<file path="src/rtl/riscv64g_iss_csr_exec.sv">
// Zicsr execute unit: sequenced read-modify-write on the CSR file, old value returned to writeback.
// Optional macro RISCV64G_ISS_CSR_RO_CHECK_EN makes CSRs at 0xC00-0xFFF reject writes as illegal.
module riscv64g_iss_csr_exec #(
  parameter int XLEN   = 64,
  parameter int ADDR_W = 12
) (
  input  logic              CLK,
  input  logic              RSTn,
  input  logic              REQ_VALID,
  output logic              REQ_READY,
  input  logic [2:0]        REQ_FUNCT3,
  input  logic [ADDR_W-1:0] REQ_CSR,
  input  logic [XLEN-1:0]   REQ_RS1_VAL,
  input  logic [4:0]        REQ_RS1_IDX,
  input  logic [4:0]        REQ_RD,
  output logic              CSR_WE,
  output logic [ADDR_W-1:0] CSR_A,
  input  logic [XLEN-1:0]   CSR_RD,
  output logic [XLEN-1:0]   CSR_WD,
  output logic              RSP_VALID,
  input  logic              RSP_READY,
  output logic [4:0]        RSP_RD,
  output logic              RSP_WE,
  output logic [XLEN-1:0]   RSP_DATA,
  output logic              RSP_ILLEGAL
);

  typedef enum logic [1:0] {IDLE, READ, WRITE, RESP} state_t;

  state_t          state;
  logic [2:0]      funct3;
  logic [XLEN-1:0] rs1_val;
  logic [4:0]      rs1_idx;

  logic [XLEN-1:0] operand;
  logic [XLEN-1:0] new_val;
  logic            write_en;
  logic            illegal;

  // Set/clear forms only write when rs1 names a register other than x0, regardless of its value.
  always_comb begin
    operand  = funct3[2] ? {{(XLEN-5){1'b0}}, rs1_idx} : rs1_val;
    new_val  = operand;
    write_en = 1'b0;
    illegal  = 1'b0;
    case (funct3[1:0])
      2'b01: write_en = 1'b1;
      2'b10: begin
        new_val  = CSR_RD | operand;
        write_en = (rs1_idx != 5'd0);
      end
      2'b11: begin
        new_val  = CSR_RD & ~operand;
        write_en = (rs1_idx != 5'd0);
      end
      default: illegal = 1'b1;
    endcase
`ifdef RISCV64G_ISS_CSR_RO_CHECK_EN
    if (write_en && (CSR_A[ADDR_W-1:ADDR_W-2] == 2'b11))
      illegal = 1'b1;
`else
`endif
  end

  always_ff @(posedge CLK or negedge RSTn) begin
    if (!RSTn) begin
      state       <= IDLE;
      REQ_READY   <= 1'b1;
      CSR_WE      <= 1'b0;
      CSR_A       <= '0;
      CSR_WD      <= '0;
      RSP_VALID   <= 1'b0;
      RSP_RD      <= '0;
      RSP_WE      <= 1'b0;
      RSP_DATA    <= '0;
      RSP_ILLEGAL <= 1'b0;
      funct3      <= '0;
      rs1_val     <= '0;
      rs1_idx     <= '0;
    end else begin
      case (state)
        IDLE: begin
          if (REQ_VALID) begin
            funct3    <= REQ_FUNCT3;
            CSR_A     <= REQ_CSR;
            rs1_val   <= REQ_RS1_VAL;
            rs1_idx   <= REQ_RS1_IDX;
            RSP_RD    <= REQ_RD;
            REQ_READY <= 1'b0;
            state     <= READ;
          end
        end
        READ: begin
          RSP_DATA    <= CSR_RD;
          RSP_ILLEGAL <= illegal;
          RSP_WE      <= (RSP_RD != 5'd0) && !illegal;
          CSR_WE      <= write_en && !illegal;
          CSR_WD      <= new_val;
          state       <= WRITE;
        end
        WRITE: begin
          CSR_WE    <= 1'b0;
          RSP_VALID <= 1'b1;
          state     <= RESP;
        end
        RESP: begin
          if (RSP_READY) begin
            RSP_VALID <= 1'b0;
            REQ_READY <= 1'b1;
            state     <= IDLE;
          end
        end
        default: state <= IDLE;
      endcase
    end
  end

endmodule

</file>
<file path="config.mk">
export PLATFORM = sky130hd
export DESIGN_NAME = riscv64g_iss_csr_exec
export DESIGN_NICKNAME = d
export VERILOG_FILES = /design/src/rtl/riscv64g_iss_csr_exec.sv
export SDC_FILE = /design/constraint.sdc
export NUM_CORES = 1
export LEC_CHECK = 0
export CORE_MARGIN = 2
export CORE_UTILIZATION = 47
export CTS_CLUSTER_DIAMETER = 100
export DETAILED_ROUTE_END_ITERATION = 16
export GPL_ROUTABILITY_DRIVEN = 0
export PLACE_DENSITY = 0.83
export SYNTH_ARGS = -nofsm -noshare
export SYNTH_HDL_FRONTEND = slang
export SYNTH_SLANG_ARGS = --single-unit
</file>
<file path="constraint.sdc">
create_clock -name CLK -period 2.3 [get_ports CLK]
set_clock_uncertainty 0.15 [all_clocks]
set_input_delay 0.23 -clock CLK [delete_from_list [all_inputs] [get_ports CLK]]
set_output_delay 0.23 -clock CLK [all_outputs]
set_load 0.01 [all_outputs]
</file>
# [After elaboration in Yosys (flattened, before gate mapping)]
# Cells that the tools add are included.
[totals] reg_bits=224 word_cells=51 in_bits=157
[op_classes] n_bitwise=3 n_eq_ne=8 n_reduce_logical=14 mux=13
[ops] cell="64-bit case mux with 2 select lines" n=1
[ops] cell="64-bit AND" n=1
[ops] cell="64-bit 2-to-1 mux" n=1
[ops] cell="64-bit NOT" n=1
[ops] cell="64-bit OR" n=1
[ops] cell="5-bit nonzero test" n=2
[ops] cell="2-bit equality test, second input constant" n=4
[ops] cell="1-bit case mux with 2 select lines" n=4
[ops] cell="2-bit case mux with 4 select lines" n=1
[ops] cell="2-bit AND reduction" n=3
[ops] cell="2-bit nonzero test" n=3
[ops] cell="2-bit by 1-bit equality test with 1-bit output, second input constant" n=2
[ops] cell="1-bit 2-to-1 mux" n=4
[ops] cell="2-bit 2-to-1 mux" n=2
[ops] cell="2-bit inequality test, second input constant" n=2
[ops] cell="3-bit AND reduction" n=1
[ops] cell="3-bit OR reduction" n=1
[ops] cell="1-bit logical AND" n=2
[ops] cell="2-bit logical NOT" n=1
[ops] cell="2-bit OR reduction" n=1

# [Logic depth before layout (Yosys ltp)]
[logic_depth] word_depth=5 depth_mapped=7

# [Worst setup path before layout]
# Ideal clock, no wire load.
[synth_path] path_type="flip-flop to flip-flop" start="reg state[0]" end="reg RSP_RD[0]" path_stages_with_launch=7 slack_ps=437 required_ps=2025 period_less_slack_ps=1863 arrival_time_ps=1589 cell_sequence="dfrtp_1 inv_1 ha_1 nand2_1 buf_2 buf_2 mux2_2"
[synth_via] elab_chain_len=2
[synth_lines] item="from (decl)" line="30" source="state_t state;"
[synth_lines] item="from (signal assigned)" line="67" source="state <= IDLE;"
[synth_lines] item="from (signal assigned)" line="90" source="state <= READ;"
[synth_lines] item="from (signal assigned)" line="99" source="state <= WRITE;"
[synth_lines] item="2-bit logical NOT" line="81" source="case (state)"
[synth_lines] item="2-bit AND reduction (no line)"
[synth_lines] item="to (signal assigned)" line="73" source="RSP_RD <= '0;"
[synth_lines] item="to (signal assigned)" line="88" source="RSP_RD <= REQ_RD;"
[synth_lines] item="to (decl)" line="22" source="output logic [4:0] RSP_RD,"
# Every way passes these cells.
# A chain may end at the register's enable or synchronous reset.

# [Worst setup path in the final report]
[layout_path] start="reg REQ_READY" end="out REQ_READY"
[layout_lines] item="from (decl)" line="10" source="output logic REQ_READY,"
[layout_lines] item="from (signal assigned)" line="68" source="REQ_READY <= 1'b1;"
[layout_lines] item="from (signal assigned)" line="89" source="REQ_READY <= 1'b0;"
[layout_lines] item="from (signal assigned)" line="109" source="REQ_READY <= 1'b1;"
# No word-level cell between the ends.

==> summary.txt <==
Floorplanning
  • Std-Cell Core Area: 20,200 µm²
  • Initial core utilization: 47.9%
  • Die area: 21,800 µm²
  • Vertical die dimension: 148 µm
  • Horizontal die dimension: 148 µm
  • Number of standard-cell rows in the floorplan: 52
  • Number of ports placed on the die boundary: 307

Run status
  • Outcome: completed

Yosys
  • Syn avg cell area: 13.7 µm²
  • Top cells by area, synth: sky130_fd_sc_hd__dfrtp_1 (58%), sky130_fd_sc_hd__mux2_2 (26%), sky130_fd_sc_hd__a22oi_1 (3.9%)
  • Most instantiated flip-flop cell in the synthesis netlist: sky130_fd_sc_hd__dfrtp_1
  • Summed instance area of the synthesized netlist: 9690 µm²
  • Area fraction of the dominant cell type after synthesis: 57.6%
  • EDFF count, synth: 0
  • Warning count from the yosys run: 0
  • Number of instances in the synthesized netlist: 708
  • Flop and latch count out of synthesis: 224
  • Part of the Yosys area used for sequential elements: 57.8%
  • Most frequent cell after synthesis: sky130_fd_sc_hd__dfrtp_1
  • Most frequent cells after synthesis: sky130_fd_sc_hd__dfrtp_1 (223), sky130_fd_sc_hd__mux2_2 (221), sky130_fd_sc_hd__nand2_1 (65), sky130_fd_sc_hd__nand2b_1 (59), sky130_fd_sc_hd__a22oi_1 (50)
  • Unique cell type count in the Yosys netlist: 26
  • Async set-or-reset flop fraction in the synthesized netlist: 100%
  • Cell type with the highest aggregate area in the netlist: sky130_fd_sc_hd__dfrtp_1
  • Syn Nets: 869

Pwr
  • Worst IR drop on VDD: 0.921 mV
  • Total Power Consumption: 20.6 mW
  • Total leakage power: 5.98 nW
  • Power density relative to cell area: 1480 nW/µm²

Cells and area
  • Sequential Area: 5610 µm²
  • Filler Cell Count: 1,484
  • Count of inserted antenna diode cells: 0
  • Signed area change from the synthesized netlist to the final layout: 43.8%
  • Final net count: 1,178
  • Footprint of the multi-input gates: 3860 µm²
  • Share of layout cells above drive strength 1: 28.3%

STA
  • Final setup fails: 0
  • Sum of negative setup slack: 0 ns
  • Shortest period the worst path allows: 2.02 ns
  • Max frequency: 495 MHz
  • Setup repair after global routing missed its margin: false
  • Portion of the clock cycle consumed by the worst path in the final layout: 87.9%
  • Slew at the pin closest to its max-slew limit: 0.586 ns
  • Final-report hold violation count: 0
  • Max-slew violation count: 0
  • Relative slew slack: 60.9%

Setup path
  • Critical path launch point type: register
  • Worst Path Buf+Inv: 1
  • Reg-to-reg critical path endpoint: CSR_A[10]$_DFFE_PN0P_
  • CP Data Required Time: 1.92 ns
  • Path length in cells of the critical path: 1
  • Critical Path End Type: output pin
  • Worst flop-to-flop path startpoint: state[0]$_DFFE_PN0P_
  • CP Class: reg2out
  • Largest driver fanout on the critical path: 3
  • Cell class contributing the biggest share of worst-path delay: buffers and inverters
  • Worst path max stage delay: 0.57 ns
  • Chain of cells forming the critical path: clkdlybuf4s50_1
  • Reg2Reg Setup Slack: 0.42 ns
  • Worst reg2reg path depth: 5
  • Cell type of the slowest stage on the worst timing path: sky130_fd_sc_hd__clkdlybuf4s50_1
  • Data arrival time at the worst-slack endpoint: 1.64 ns
  • Start point of the critical path: REQ_READY$_DFFE_PN1P_
  • End of the critical path: REQ_READY

CTS
  • Number of gates resized after cts: 0
  • Clock buffers created by TritonCTS: 24
  • CTS Sinks: 224
  • Maximum buffer depth of the clock tree: 3
  • Root buffer cell: sky130_fd_sc_hd__clkbuf_16
  • TritonCTS clock tree: done
  • Clock Latency Late Sink: 0.51 ns
  • Clock slew at the register clock pins of the worst setup and hold paths: 0.06 ns
  • Deepest level of the CTS H-tree: 1

Place
  • Number of port buffers: 306
  • Final HPWL from detailed placement: 17,700 µm

Routing
  • Number of design-rule violations left by the first detailed-router iteration: 270
  • Final ANT Viol Nets: 0
  • Total via count in the routed design: 6,873
  • DRC violations left: 0
  • Routed vias/inst: 5.28
  • TritonRoute pass-1 iters: 4
  • WL/cell: 19.6 µm
  • Sum of routed wire length over all layers: 25,500 µm

GRT
  • Congestion Overflow GR: 0
  • Pin count of the biggest net entering global routing: 74
  • Number of global-route vias before repair: 7,438
  • Antenna violations before repair: 0
  • Global-route wire length before repair: 40,200 µm
  • Global-route total usage across every layer: 23.1%

Min path
  • HP Class: in2async

Flow run
  • Count of maximum capacitance violations: 0
-- state kept, by name (all words and copies together) (netlist names) --
name,count
REQ_READY,1
CSR_WE,1
RSP_DATA,64
CSR_A,12
RSP_VALID,1
RSP_WE,1
state,2
rs1_idx,5
RSP_RD,5
funct3,3
RSP_ILLEGAL,1
rs1_val,64
CSR_WD,64
-- metrics by stage --
step	std cells	instance area, µm²	utilization [%]	hold WS [ns]	setup slack [ns]
6_report	1301	13900	68.9	0.151	0.279
5_1_grt	1301	13900	68.9	0.169	0.241
4_1_cts	1301	13900	68.9	0.161	0.258
3_5_place_dp	1260	13200	65.2	0.110	0.449
3_3_place_gp	1260	13200	65.2	0.102	0.498
2_1_floorplan	708	9690	-	-0.216	0.437
-- cells in the final DEF, fill, tap and decap left out --
master,count
sky130_fd_sc_hd__clkdlybuf4s50_1,305
sky130_fd_sc_hd__dfrtp_1,221
sky130_fd_sc_hd__mux2_2,221
sky130_fd_sc_hd__nand2_1,64
sky130_fd_sc_hd__nand2b_1,59
sky130_fd_sc_hd__a22oi_1,50
sky130_fd_sc_hd__clkbuf_16,25
sky130_fd_sc_hd__mux2i_1,11
sky130_fd_sc_hd__buf_12,11
sky130_fd_sc_hd__buf_4,10
sky130_fd_sc_hd__a22oi_2,9
sky130_fd_sc_hd__clkbuf_1,6
sky130_fd_sc_hd__inv_1,5
sky130_fd_sc_hd__clkbuf_8,5
sky130_fd_sc_hd__a21oi_1,4
sky130_fd_sc_hd__clkinv_2,4
sky130_fd_sc_hd__nor2_1,3
sky130_fd_sc_hd__ha_1,3
sky130_fd_sc_hd__dfrtp_2,2
sky130_fd_sc_hd__dfstp_2,1
sky130_fd_sc_hd__and3b_2,1
sky130_fd_sc_hd__and2_1,1
sky130_fd_sc_hd__nand2_4,1
sky130_fd_sc_hd__nor2b_1,1
sky130_fd_sc_hd__o32a_1,1
sky130_fd_sc_hd__nor4_1,1
sky130_fd_sc_hd__a311oi_1,1
sky130_fd_sc_hd__o22ai_1,1
sky130_fd_sc_hd__nor3_1,1
sky130_fd_sc_hd__ha_4,1
sky130_fd_sc_hd__dlygate4sd3_1,1
sky130_fd_sc_hd__buf_8,1
-- cell type report --
type                    instances  area share, %
inverters                       5          0.135
well taps                     270           2.42
clock inverters                 4          0.144
repair buffers                328           24.2
multi-input cells             434           27.7
flip-flops and latches        224           40.2
clock buffers                  36           5.14
-- layer usage --
metal  track usage [%]  share of wire (%)
met5                 0                  0
met4              5.00                1.9
met3              6.11                7.4
met2              40.7                 50
met1              28.6                 40
-- where the power goes --
group / switching, mW / internal, mW / leakage, nW
clock: 1.52 / 2.13 / 0.367
combinational: 3.89 / 5.80 / 2.95
sequential: 1.25 / 6.01 / 2.66
-- worst min-delay path by stage --
stage | to | slack, ns | cells after the start
global placement | RSP_DATA[22]$_DFFE_PN0N_ | 0.10 | 1
CTS | rs1_val[24]$_DFFE_PN0P_ | 0.16 | 2
finish | RSP_DATA[25]$_DFFE_PN0N_ | 0.15 | 2
floorplan | CSR_A[0]$_DFFE_PN0P_ | -0.22 | 0
detailed placement | RSP_DATA[22]$_DFFE_PN0N_ | 0.11 | 1
global route | rs1_val[53]$_DFFE_PN0P_ | 0.17 | 2
-- logic make-up (layout without fill, tap and decap cells) --
group                      count (synthesis)  after routing  synth area share, %
and+or+nand+nor                          132            132                 6.78
DFF                                      224            224                 57.8
adders and majority gates                  4              4                0.516
AOI/OAI and AO/OA                         66             66                 5.50
muxes                                    232            232                 26.8
buffers and inverters                     50            373                 2.56
-- what timing repair did --
item	in CTS	in global routing
hold endpoints to repair	92	0
endpoints found under the setup margin	0	0
hold buffers	1	0
buffers inserted	0	0
No activity file was read; power rests on OpenSTA's default activity.
